[src/rtl/vga_sync_gen.sv]
// Purpose: VGA raster timing (pixel clock, hs/vs/blank, DrawX/DrawY, frame_start) from the system clock.
// Latency: DrawX/DrawY/frame_start registered on the pixel tick; hs/vs/blank lag them by SYNC_DELAY ticks.
// Backpressure: none; free-running source, downstream consumers must keep up every pixel.
module vga_sync_gen #(
    parameter int CLK_DIV    = 2,
    parameter int H_VISIBLE  = 640,
    parameter int H_FRONT    = 16,
    parameter int H_SYNC     = 96,
    parameter int H_BACK     = 48,
    parameter int V_VISIBLE  = 480,
    parameter int V_FRONT    = 10,
    parameter int V_SYNC     = 2,
    parameter int V_BACK     = 33,
    parameter int SYNC_DELAY = 0
) (
    input  logic       Clk,
    input  logic       Reset_n,
    output logic       pixel_clk,
    output logic       hs,
    output logic       vs,
    output logic       blank,
    output logic       sync,
    output logic [9:0] DrawX,
    output logic [9:0] DrawY,
    output logic       frame_start
);

    localparam int H_TOTAL = H_VISIBLE + H_FRONT + H_SYNC + H_BACK;
    localparam int V_TOTAL = V_VISIBLE + V_FRONT + V_SYNC + V_BACK;
    localparam int DIV_W   = (CLK_DIV > 2) ? $clog2(CLK_DIV) : 1;

    localparam logic [9:0] H_LAST     = 10'(H_TOTAL - 1);
    localparam logic [9:0] V_LAST     = 10'(V_TOTAL - 1);
    localparam logic [9:0] HS_START   = 10'(H_VISIBLE + H_FRONT);
    localparam logic [9:0] HS_END     = 10'(H_VISIBLE + H_FRONT + H_SYNC);
    localparam logic [9:0] VS_START   = 10'(V_VISIBLE + V_FRONT);
    localparam logic [9:0] VS_END     = 10'(V_VISIBLE + V_FRONT + V_SYNC);
    localparam logic [9:0] H_VIS      = 10'(H_VISIBLE);
    localparam logic [9:0] V_VIS      = 10'(V_VISIBLE);

    logic [DIV_W-1:0] div;
    logic             pe;
    logic [9:0]       x_nxt;
    logic [9:0]       y_nxt;

    // Stage 0 holds the raw timing, stage SYNC_DELAY drives the outputs.
    logic [SYNC_DELAY:0] hs_p;
    logic [SYNC_DELAY:0] vs_p;
    logic [SYNC_DELAY:0] blank_p;

    assign pe        = (div == DIV_W'(CLK_DIV - 1));
    assign pixel_clk = (div >= DIV_W'(CLK_DIV / 2));
    assign sync      = 1'b0;
    assign hs        = hs_p[SYNC_DELAY];
    assign vs        = vs_p[SYNC_DELAY];
    assign blank     = blank_p[SYNC_DELAY];

    // Clock divider producing the one-cycle pixel enable.
    always_ff @(posedge Clk or negedge Reset_n) begin
        if (!Reset_n) begin
            div <= '0;
        end else if (pe) begin
            div <= '0;
        end else begin
            div <= div + 1'b1;
        end
    end

    // Next raster position; raw timing is decoded from it so outputs align with DrawX/DrawY.
    always_comb begin
        x_nxt = DrawX + 10'd1;
        y_nxt = DrawY;
        if (DrawX == H_LAST) begin
            x_nxt = 10'd0;
            y_nxt = (DrawY == V_LAST) ? 10'd0 : DrawY + 10'd1;
        end
    end

    // Raster counters and the frame strobe (strobe cleared on every non-tick edge).
    always_ff @(posedge Clk or negedge Reset_n) begin
        if (!Reset_n) begin
            DrawX       <= '0;
            DrawY       <= '0;
            frame_start <= 1'b0;
        end else begin
            frame_start <= pe && (x_nxt == 10'd0) && (y_nxt == V_VIS);
            if (pe) begin
                DrawX <= x_nxt;
                DrawY <= y_nxt;
            end
        end
    end

    // Raw sync/blank decode plus the optional pixel-tick delay line.
    always_ff @(posedge Clk or negedge Reset_n) begin
        if (!Reset_n) begin
            hs_p    <= '1;
            vs_p    <= '1;
            blank_p <= '0;
        end else if (pe) begin
            hs_p[0]    <= !((x_nxt >= HS_START) && (x_nxt < HS_END));
            vs_p[0]    <= !((y_nxt >= VS_START) && (y_nxt < VS_END));
            blank_p[0] <= (x_nxt < H_VIS) && (y_nxt < V_VIS);
            for (int i = 1; i <= SYNC_DELAY; i++) begin
                hs_p[i]    <= hs_p[i-1];
                vs_p[i]    <= vs_p[i-1];
                blank_p[i] <= blank_p[i-1];
            end
        end
    end

endmodule

[config.mk]
export PLATFORM = sky130hd
export DESIGN_NAME = vga_sync_gen
export DESIGN_NICKNAME = d
export VERILOG_FILES = /design/src/rtl/vga_sync_gen.sv
export SDC_FILE = /design/constraint.sdc
export NUM_CORES = 1
export LEC_CHECK = 0
export BUFFER_PORTS_ARGS = -buffer_cell sky130_fd_sc_hd__buf_2
export CAP_MARGIN = 20
export CORE_AREA = 4 4 76 78
export DETAILED_ROUTE_END_ITERATION = 8
export DIE_AREA = 0 0 80 82
export HOLD_SLACK_MARGIN = 0.03
export SLEW_MARGIN = 25
export SYNTH_ARGS = -nofsm -noshare
export SYNTH_HDL_FRONTEND = slang
export SYNTH_SLANG_ARGS = --single-unit
[constraint.sdc]
create_clock -name Clk -period 4.7 [get_ports Clk]
set_clock_uncertainty 0.2 [all_clocks]
set_input_delay 0.705 -clock Clk [delete_from_list [all_inputs] [get_ports Clk]]
set_output_delay 0.705 -clock Clk [all_outputs]
set_load 0.02 [all_outputs]
==> impl_results.md, run 1 <==
- Most frequent cells in the layout: buf_2, dfrtp_1, nor2_1
- Yosys cell types: 53
- Reg2Reg Launch Point: DrawX[0]$_DFFE_PN0P_
- Worst-path clk slew: 0.09 ns
- Largest net degree at the start of global routing: 26
- TritonCTS clock tree: built
- P_leak: ~0.74 nW
- First-pass GRT wire length: 6.72 mm
- Die Span X: 80 microns
- Number of flops mapped to enable cells by yosys: 0
- DRT Pass-1 Iters: 4
- Pre-CTS setup slack: between 1.5 and 2 ns
- Finished Core Util: a little under two fifths
- Gate Count Post-Synth: slightly below 200
- Core area: 5070 sq um
- Total power: around 0.35 mW
- Min Hold Slack: 0.219 ns
- CTS Sinks: 25
- Slew Viols, Final: 0
- Min-delay worst type: in2async
- Final hold vios: 0
- CTS buffer count: 3
- P_sw: 0.0753 mW
- Non-filler cells, final: 277
- Unrepaired setup endpoints after global routing: no
- Sequential share of power: 61.5%
- Clk root buf: clkbuf_8
- Critical path origin: DrawX[0]$_DFFE_PN0P_
- Nets: 214
- Overall via count from detail_route: between 1000 and 1500
- Slew headroom: around 62%
- Syn-to-layout area delta: 8.99%
- Post-route setup slack: 1.85 ns
- Prevailing post-synth register cell: dfrtp_1
- Hpwl dp: 2.84 mm
- Placement Cell Area: around 1800 sq um
- Initial Util: 34.0%
- DR top layer: met4
- Layout cells sized above 1: 20.8%
- Post-synthesis register bit count: 25
- Setup violations, final: 0
- Syn nets: 199
- Die Ht: 82 microns
- Final instance area: roughly 1900 sq um
- H-tree depth: 1
- FP Rows: 26
- Critical path type: reg2reg
- Final WL: 3.98 mm
- Wire length per cell: 14.4 microns
- Worst Setup End Kind: flip-flop
- Antenna fix cells: 0
- Vias in the first global route: 1317
- Minimum clock period: 2.85 ns
- Setup TNS: 0 ns
- Worst slew pin tran: 0.566 ns
- M1 wire length: ~1.9 mm
- Clock buffer depth: 2
- Multi-input gate area: 967 sq um
- Ys async rst share: 100%
- Type of origin of the critical path: flip-flop
- Vias/cell: 5.24
- Warnings, synthesis: 0
- Reg area: roughly 630 sq um
- CP Max Fanout: 9
- Die area: 6560 sq um
- IO Pins: 28
- Fillers: between 500 and 600
- Initial antenna violation count: 0
- Cts repair resizes: 0
- Placed cells: 273
- Commonest non-fill, non-tap cell in the layout: buf_2
- Cell Area, Synth: 1730 sq um
- Avg Cell Area, Syn: a little under 9 sq um
- Max VDD drop: 0.122 mV
- Overall Global Routing Usage: between 10% and 20%
- F_max: 351 MHz
- Met3 routed WL: ~170 microns
- I/O Buffers: 26
- # hold bufs at CTS: 0
- PD cells: 186 nW/um^2
- Clock Latency Late Sink: 0.27 ns
- Sequential share of the synthesized area: between 30% and 40%
- Pint: 0.275 mW
- Antenna Nets Post-Route: 0
- Critical path required time: 4.70 ns
- Post-CTS Setup Inserts: 0
- GPL Wtd Cong: 0.865
- Max-Cap Viols: 0
- Met2 Routed Length: 1.87 mm
- Power share of the combinational group: roughly 1.5%
- # DRC: 0
- Initial DRC Count: roughly 110
- Sw Ratio: 21.5%
- Worst Path Arrival: 2.84 ns
- GRT Residual Overflow: 0
- Tcrit/Tclk final: 60.6%
- Clock power frac: 37.1%
- Status: complete, no violations
==> kinds of logic (layout without fill, tap and decap cells) <==
logic type	count (synthesis)	count (layout)	share of synthesized area [%]
and+or+nand+nor	76	76	25.6
AOI/OAI and AO/OA	46	46	17.2
DFF	25	25	36.4
buffers and inverters	22	36	7.61
xor gates and xnor gates	15	15	7.61
adders and majority gates	4	4	2.90
muxes	4	4	2.46
other	1	1	0.217
==> power groups by stage <==
stage / Clock, mW / Sequential, mW / Combinational (mW)
floorplan: 0 / 0.219 / 0.00133
global placement: 0 / 0.219 / 0.00559
detailed placement: 0 / 0.219 / 0.00570
CTS: 0.135 / 0.215 / 0.00565
global route: 0.146 / 0.215 / 0.00628
finish: 0.130 / 0.215 / 0.00508
==> sequential cells by signal, summed over array words and instances, names as in the netlist <==
name         flops
frame_start      1
DrawY           10
vs               1
DrawX           10
blank            1
div              1
hs               1
==> critical path, stage by stage, from the launching register on <==
cell	delay (ns)
dfrtp_1	0.46
ha_1	0.32
and4_4	0.32
and3_4	0.26
nand4_2	0.12
mux2i_1	0.16
or4_4	0.52
o41a_1	0.41
==> per-layer routing <==
metal  GRT usage [%]  vias up
met3            2.08        2
met4            3.55        0
met2            19.8       29
li1                -      729
met5               0        -
met1            18.6      691
==> layout make-up <==
type,instances,area share (%)
Clock buffer,3,2.19
Clock inverter,1,0.266
Tap cell,70,4.65
Multi-Input combinational cell,146,51.4
Timing Repair Buffer,26,6.91
Sequential cell,25,33.4
Inverter,6,1.20
==> worst paths after layout <==
check	end	depth (start not counted)	slack, ns
worst max-delay path	vs$_DFFE_PN1P_	7	1.85
worst min-delay path	DrawX[4]$_DFFE_PN0P_	1	0.22
worst max register to register	vs$_DFFE_PN1P_	7	1.85
worst min register to register	blank$_DFFE_PN0P_	1	0.31
max in group asynchronous	vs$_DFFE_PN1P_	1	3.70
min in group Clk	blank$_DFFE_PN0P_	1	0.31
==> synth_stat cells, drive strengths merged, types with 2 or more instances <==
cell / n / area, sq um
dfrtp: 23 / 576
nor2: 19 / 71.3
nand2: 14 / 52.6
buf: 13 / 97.6
o21ai: 13 / 65.1
xnor2: 12 / 105
a21oi: 10 / 50.1
nand3: 10 / 67.6
nand4: 7 / 50.1
inv: 5 / 18.8
ha: 4 / 50.1
nor2b: 4 / 25.0
nor3: 4 / 20.0
nor4: 4 / 25.0
o31ai: 4 / 30.0
a31oi: 3 / 18.8
clkbuf: 3 / 11.3
o22ai: 3 / 18.8
o41ai: 3 / 26.3
xor2: 3 / 26.3
and3: 2 / 17.5
and4: 2 / 20.0
dfstp: 2 / 52.6
mux2: 2 / 22.5
mux2i: 2 / 20.0
or2: 2 / 12.5
or3: 2 / 12.5
Note: power is estimated with default switching activity, not from simulation.
==> inputs of run 2 (changes only) <==
==> constraint.sdc (replaced) <==
create_clock -name Clk -period 2.9 [get_ports Clk]
set_clock_uncertainty 0.2 [all_clocks]
set_input_delay 0.435 -clock Clk [delete_from_list [all_inputs] [get_ports Clk]]
set_output_delay 0.435 -clock Clk [all_outputs]
set_load 0.02 [all_outputs]
==> impl_results.md, run 2 (synthesis gave the netlist of run 1 again) <==
- Hpwl dp: 3.08 mm
- Final hold vios: 0
- Critical path type: reg2reg
- Minimum clock period: between 2 and 3 ns
- F_max: 384 MHz
- Clk root buf: clkbuf_8
- Clock buffer depth: 2
- Worst reg2reg endpoint: vs$_DFFE_PN1P_
- Commonest non-fill, non-tap cell in the layout: buf_2
- H-tree depth: 1
- Worst-path clk slew: around 0.090 ns
- Slew Viols, Final: 0
- Setup violations, final: 0
- Hold worst-path end: blank$_DFFE_PN0P_
- Worst R2R Path Depth: 7
- Hold Startpoint: blank$_DFFE_PN0P_
- R2r setup slk: a little under 0.3 ns
- CTS Sinks: 25
- Max VDD drop: 0.122 mV
- Die area: 6560 sq um
- CTS buffer count: 3
- Tcrit/Tclk final: about nine tenths
- Type of origin of the critical path: flip-flop
- # DRC: 0
- Die Span X: 80 microns
- Top Registers: DrawX (10), DrawY (10)
- Min Hold Slack: 0.312 ns
- Max-Cap Viols: 0
- PD cells: roughly 290 nW/um^2
- Overall via count from detail_route: 1534
- FP Rows: 26
- Setup TNS: 0 ns
- Core area: 5070 sq um
- Vias in the first global route: 1538
- Antenna Nets Post-Route: 0
- Worst Setup End Kind: flip-flop
- Layout cells sized above 1: 25.2%
- Syn-to-layout area delta: 15.6%
- Unrepaired setup endpoints after global routing: no
- Clock Latency Late Sink: 0.27 ns
- GPL Wtd Cong: 0.868
- Worst Path Arrival: 2.60 ns
- Post-CTS Setup Inserts: 0
- TritonCTS clock tree: built
- Non-filler cells, final: approximately 290
- Nets: 229
- Die Ht: roughly 82 microns
- GRT Residual Overflow: 0
- P_leak: 0.815 nW
- Slew headroom: a little over three fifths
- DRT Pass-1 Iters: 4
- Worst slew pin tran: between 0.5 and 0.6 ns
- Initial DRC Count: 157
- Cts repair resizes: 0
- First-pass GRT wire length: 7.26 mm
- IO Pins: 28
- I/O Buffers: 26
- Min-delay worst type: reg2reg
- Post-route setup slack: 0.297 ns
- Pre-CTS setup slack: roughly 0.32 ns
- Wire length per cell: 14.5 microns
- Overall Global Routing Usage: 14.0%
- Initial antenna violation count: 0
- Status: complete, no violations
- CP Max Fanout: 6
- Initial Util: 34.0%
- Placed cells: between 200 and 300
- Antenna fix cells: 0
- Largest net degree at the start of global routing: 26
- Most frequent cells in the layout: buf_2, dfrtp_1, nor2_1
- Critical path required time: 2.90 ns
- Reg2Reg Launch Point: DrawX[0]$_DFFE_PN0P_
- Vias/cell: 5.25
- Final WL: 4.24 mm
- Hold Crit Depth: 1
## run 2: cell types whose count changed in the layout (fill, tap and decap cells not counted), sizes merged
cell,change
buf,+14
clkbuf,+1
clkinv,-1
dlygate4sd3,+1
## run 2: routing by layer
layer | global-route usage [%] | up-vias | wire length, microns
li1 | - | 758 | -
met1 | 19.2 | 744 | 2100
met2 | 22.0 | 28 | 1950
met3 | 1.75 | 4 | 127
met4 | 6.08 | 0 | 65
met5 | 0 | - | 0
## run 2: what timing repair did
| action | in CTS | in global routing |
|---|---|---|
| endpoints found under the setup margin | 0 | 0 |
| hold buffers | 1 | 0 |
| hold endpoints to repair | 23 | 0 |
## run 2: how the worst max path moves through the flow
stage                               startpoint             end  slack (ns)  cells past startpoint
after floorplan           DrawX[0]$_DFFE_PN0P_  vs$_DFFE_PN1P_        0.03                     10
after global placement    DrawX[0]$_DFFE_PN0P_  vs$_DFFE_PN1P_        0.37                      7
after detailed placement  DrawX[0]$_DFFE_PN0P_  vs$_DFFE_PN1P_        0.32                      7
after CTS                 DrawX[0]$_DFFE_PN0P_  vs$_DFFE_PN1P_        0.30                      7
after global routing      DrawY[1]$_DFFE_PN0P_  vs$_DFFE_PN1P_        0.19                      7
final                     DrawX[0]$_DFFE_PN0P_  vs$_DFFE_PN1P_        0.30                      7
## run 2: area by class of cell
class,instances,area [sq um]
inverter,6,22.5
clock buffer,4,45.0
tap,70,87.6
timing repair buffer,41,245
fill,551,3080
sequential,25,628
multi-input combinational,146,967
## run 2: worst max-delay path, cell delays in order, from the launching register on
cell and delay, ns:
dfrtp_1 0.45, ha_1 0.20, and4_4 0.29, and3_4 0.20
nand4_2 0.10, mux2i_1 0.16, or4_4 0.52, o41a_1 0.41
## run 2: stage by stage
step	area, sq um	power [mW]	util, %
global route	2000	0.599	39.3
CTS	2000	0.582	39.3
finish	2000	0.571	39.3
global placement	1940	0.364	38.2
detailed placement	1940	0.364	38.2
floorplan	1730	0.357	-
## run 2: report_power, final
part | internal [mW] | switching (mW)
registers | 0.348 | 0
logic | 0.00135 | 0.00786
clock network | 0.0983 | 0.115
==> inputs of run 3 (changes only) <==
--- a/config.mk
+++ b/config.mk
@@ -11,6 +11,9 @@
 export DETAILED_ROUTE_END_ITERATION = 8
 export DIE_AREA = 0 0 80 82
 export HOLD_SLACK_MARGIN = 0.03
+export MAX_ROUTING_LAYER = met4
+export REMOVE_ABC_BUFFERS = 1
+export SKIP_LAST_GASP = 1
 export SLEW_MARGIN = 25
 export SYNTH_ARGS = -nofsm -noshare
 export SYNTH_HDL_FRONTEND = slang
==> impl_results.md, run 3 (synthesis gave the netlist of run 1 again) <==
- Total power: 0.569 mW
- Hpwl dp: 3.07 mm
- Initial DRC Count: 78
- Die Span X: 80 microns
- Tcrit/Tclk final: 92.8%
- Vias in the first global route: 1483
- Min-delay worst type: reg2reg
- Post-CTS Setup Inserts: 0
- Slew Viols, Final: 0
- Commonest non-fill, non-tap cell in the layout: buf_2
- F_max: ~370 MHz
- Wire length per cell: 14.4 microns
- Worst-path clk slew: 0.09 ns
- Busiest layer in global routing: met2
- Antenna Nets Post-Route: 0
- I/O Buffers: 26
- P_leak: roughly 0.80 nW
- CP max stage cell: or4_4
- Critical path type: reg2reg
- Vias/cell: between 5 and 6
- Core area: 5070 sq um
- Worst Setup End Kind: flip-flop
- # DRC: 0
- Slew headroom: 61.2%
- Status: complete, no violations
- Nets: 227
- Worst slew pin tran: 0.582 ns
- Setup violations, final: 0
- M1 GR Usage: 18.0%
- PD cells: 287 nW/um^2
- DRT Pass-1 Iters: 4
- GRT Residual Overflow: 0
- Largest net degree at the start of global routing: 26
- Unrepaired setup endpoints after global routing: no
- Setup TNS: 0 ns
- P_sw: 0.121 mW
- CTS Sinks: 25
- Layout cells sized above 1: about a quarter
- H-tree depth: 1
- Minimum clock period: ~2.7 ns
- Critical path required time: 2.90 ns
- CP Cell Sequence: ha_1 > and4_4 > and3_4 > nand4_2 > mux2i_1 > or4_4 > o41a_1
- Power share of the combinational group: 1.7%
- Die Ht: 82 microns
- Initial antenna violation count: 0
- Clock Latency Late Sink: 0.27 ns
- Type of origin of the critical path: flip-flop
- Clock power frac: 37.2%
- CP Max Fanout: 9
- IO Pins: 28
- Global-route met3 utilization: 1.32%
- Sw Ratio: a little over a fifth
- # hold bufs at CTS: 1
- Most frequent cells in the layout: buf_2, dfrtp_1, nor2_1
- CP max stage delay: approximately 0.53 ns
- Top Registers: DrawX (10), DrawY (10)
- Overall Global Routing Usage: 13.9%
- TritonCTS clock tree: built
- Die area: 6560 sq um
- Worst Path Arrival: 2.69 ns
- First-pass GRT wire length: 7.02 mm
- Max-Cap Viols: 0
- FP Rows: 26
- Clock buffer depth: 2
- Syn-to-layout area delta: 14.7%
- Met2 GRT Util: 22.8%
- Cts repair resizes: 0
- Pint: 0.448 mW
- Overall via count from detail_route: 1539
- CTS buffer count: 3
- Final WL: 4.17 mm
- Max VDD drop: 0.141 mV
- Clk root buf: clkbuf_8
- GPL Wtd Cong: 0.845
- Final hold vios: 0
- Antenna fix cells: 0
- Sequential share of power: 61.2%
- Initial Util: 34.0%
[run 3: cell types whose count changed in the layout (fill, tap and decap cells not counted)]
cell / previous run / this run
buf_4: 14 / 12
[run 3: metrics by stage]
step / setup WS [ns] / utilization, % / instance area (sq um) / hold WS [ns] / cells
4_1_cts: 0.204 / 39.0 / 1980 / 0.318 / 290
3_3_place_gp: 0.310 / 37.9 / 1930 / 0.266 / 285
3_5_place_dp: 0.215 / 37.9 / 1930 / 0.270 / 285
6_report: 0.208 / 39.0 / 1980 / 0.305 / 290
2_1_floorplan: 0.0966 / - / 1620 / -0.0606 / 177
5_1_grt: 0.0780 / 39.0 / 1980 / 0.337 / 290
[run 3: routing by layer]
layer,wire length [microns],up-vias,share of wire [%]
met5,0,-,0
met4,68,0,1.6
met1,1950,722,47
met3,195,8,4.7
li1,-,759,-
met2,1960,50,47
[run 3: worst max-delay path: cells and delay by family (launching register included)]
family / cells / cell delay (ns)
adder cells (fa/ha/maj): 1 / 0.20
AND/OR/NAND/NOR: 4 / 1.18
multiplexers: 1 / 0.17
AO/OA/AOI/OAI: 1 / 0.42
flip-flops: 1 / 0.45
[run 3: power groups by stage]
stage                     registers, mW  logic [mW]  clock network, mW
after floorplan                   0.355     0.00112                  0
after global placement            0.355     0.00895                  0
after detailed placement          0.355     0.00905                  0
after CTS                         0.348      0.0100              0.223
after global routing              0.349      0.0114              0.237
final                             0.348     0.00945              0.212
[run 3: worst paths after layout]
kind	startpoint	endpoint	slack (ns)	cells after the start
setup / recovery	DrawX[0]$_DFFE_PN0P_	vs$_DFFE_PN1P_	0.21	7
hold / removal	blank$_DFFE_PN0P_	blank$_DFFE_PN0P_	0.30	1
setup reg to reg	DrawX[0]$_DFFE_PN0P_	vs$_DFFE_PN1P_	0.21	7
hold reg to reg	blank$_DFFE_PN0P_	blank$_DFFE_PN0P_	0.30	1
max in group asynchronous	Reset_n	DrawY[7]$_DFFE_PN0P_	1.62	2
min in group asynchronous	Reset_n	DrawX[4]$_DFFE_PN0P_	0.49	2
[run 3: area by class of cell]
cell class	count	area, sq um
fill	540	3090
multi-input combinational	146	967
sequential	25	628
timing repair buffer	39	230
tap	70	87.6
clock buffer	4	45.0
inverter	6	22.5
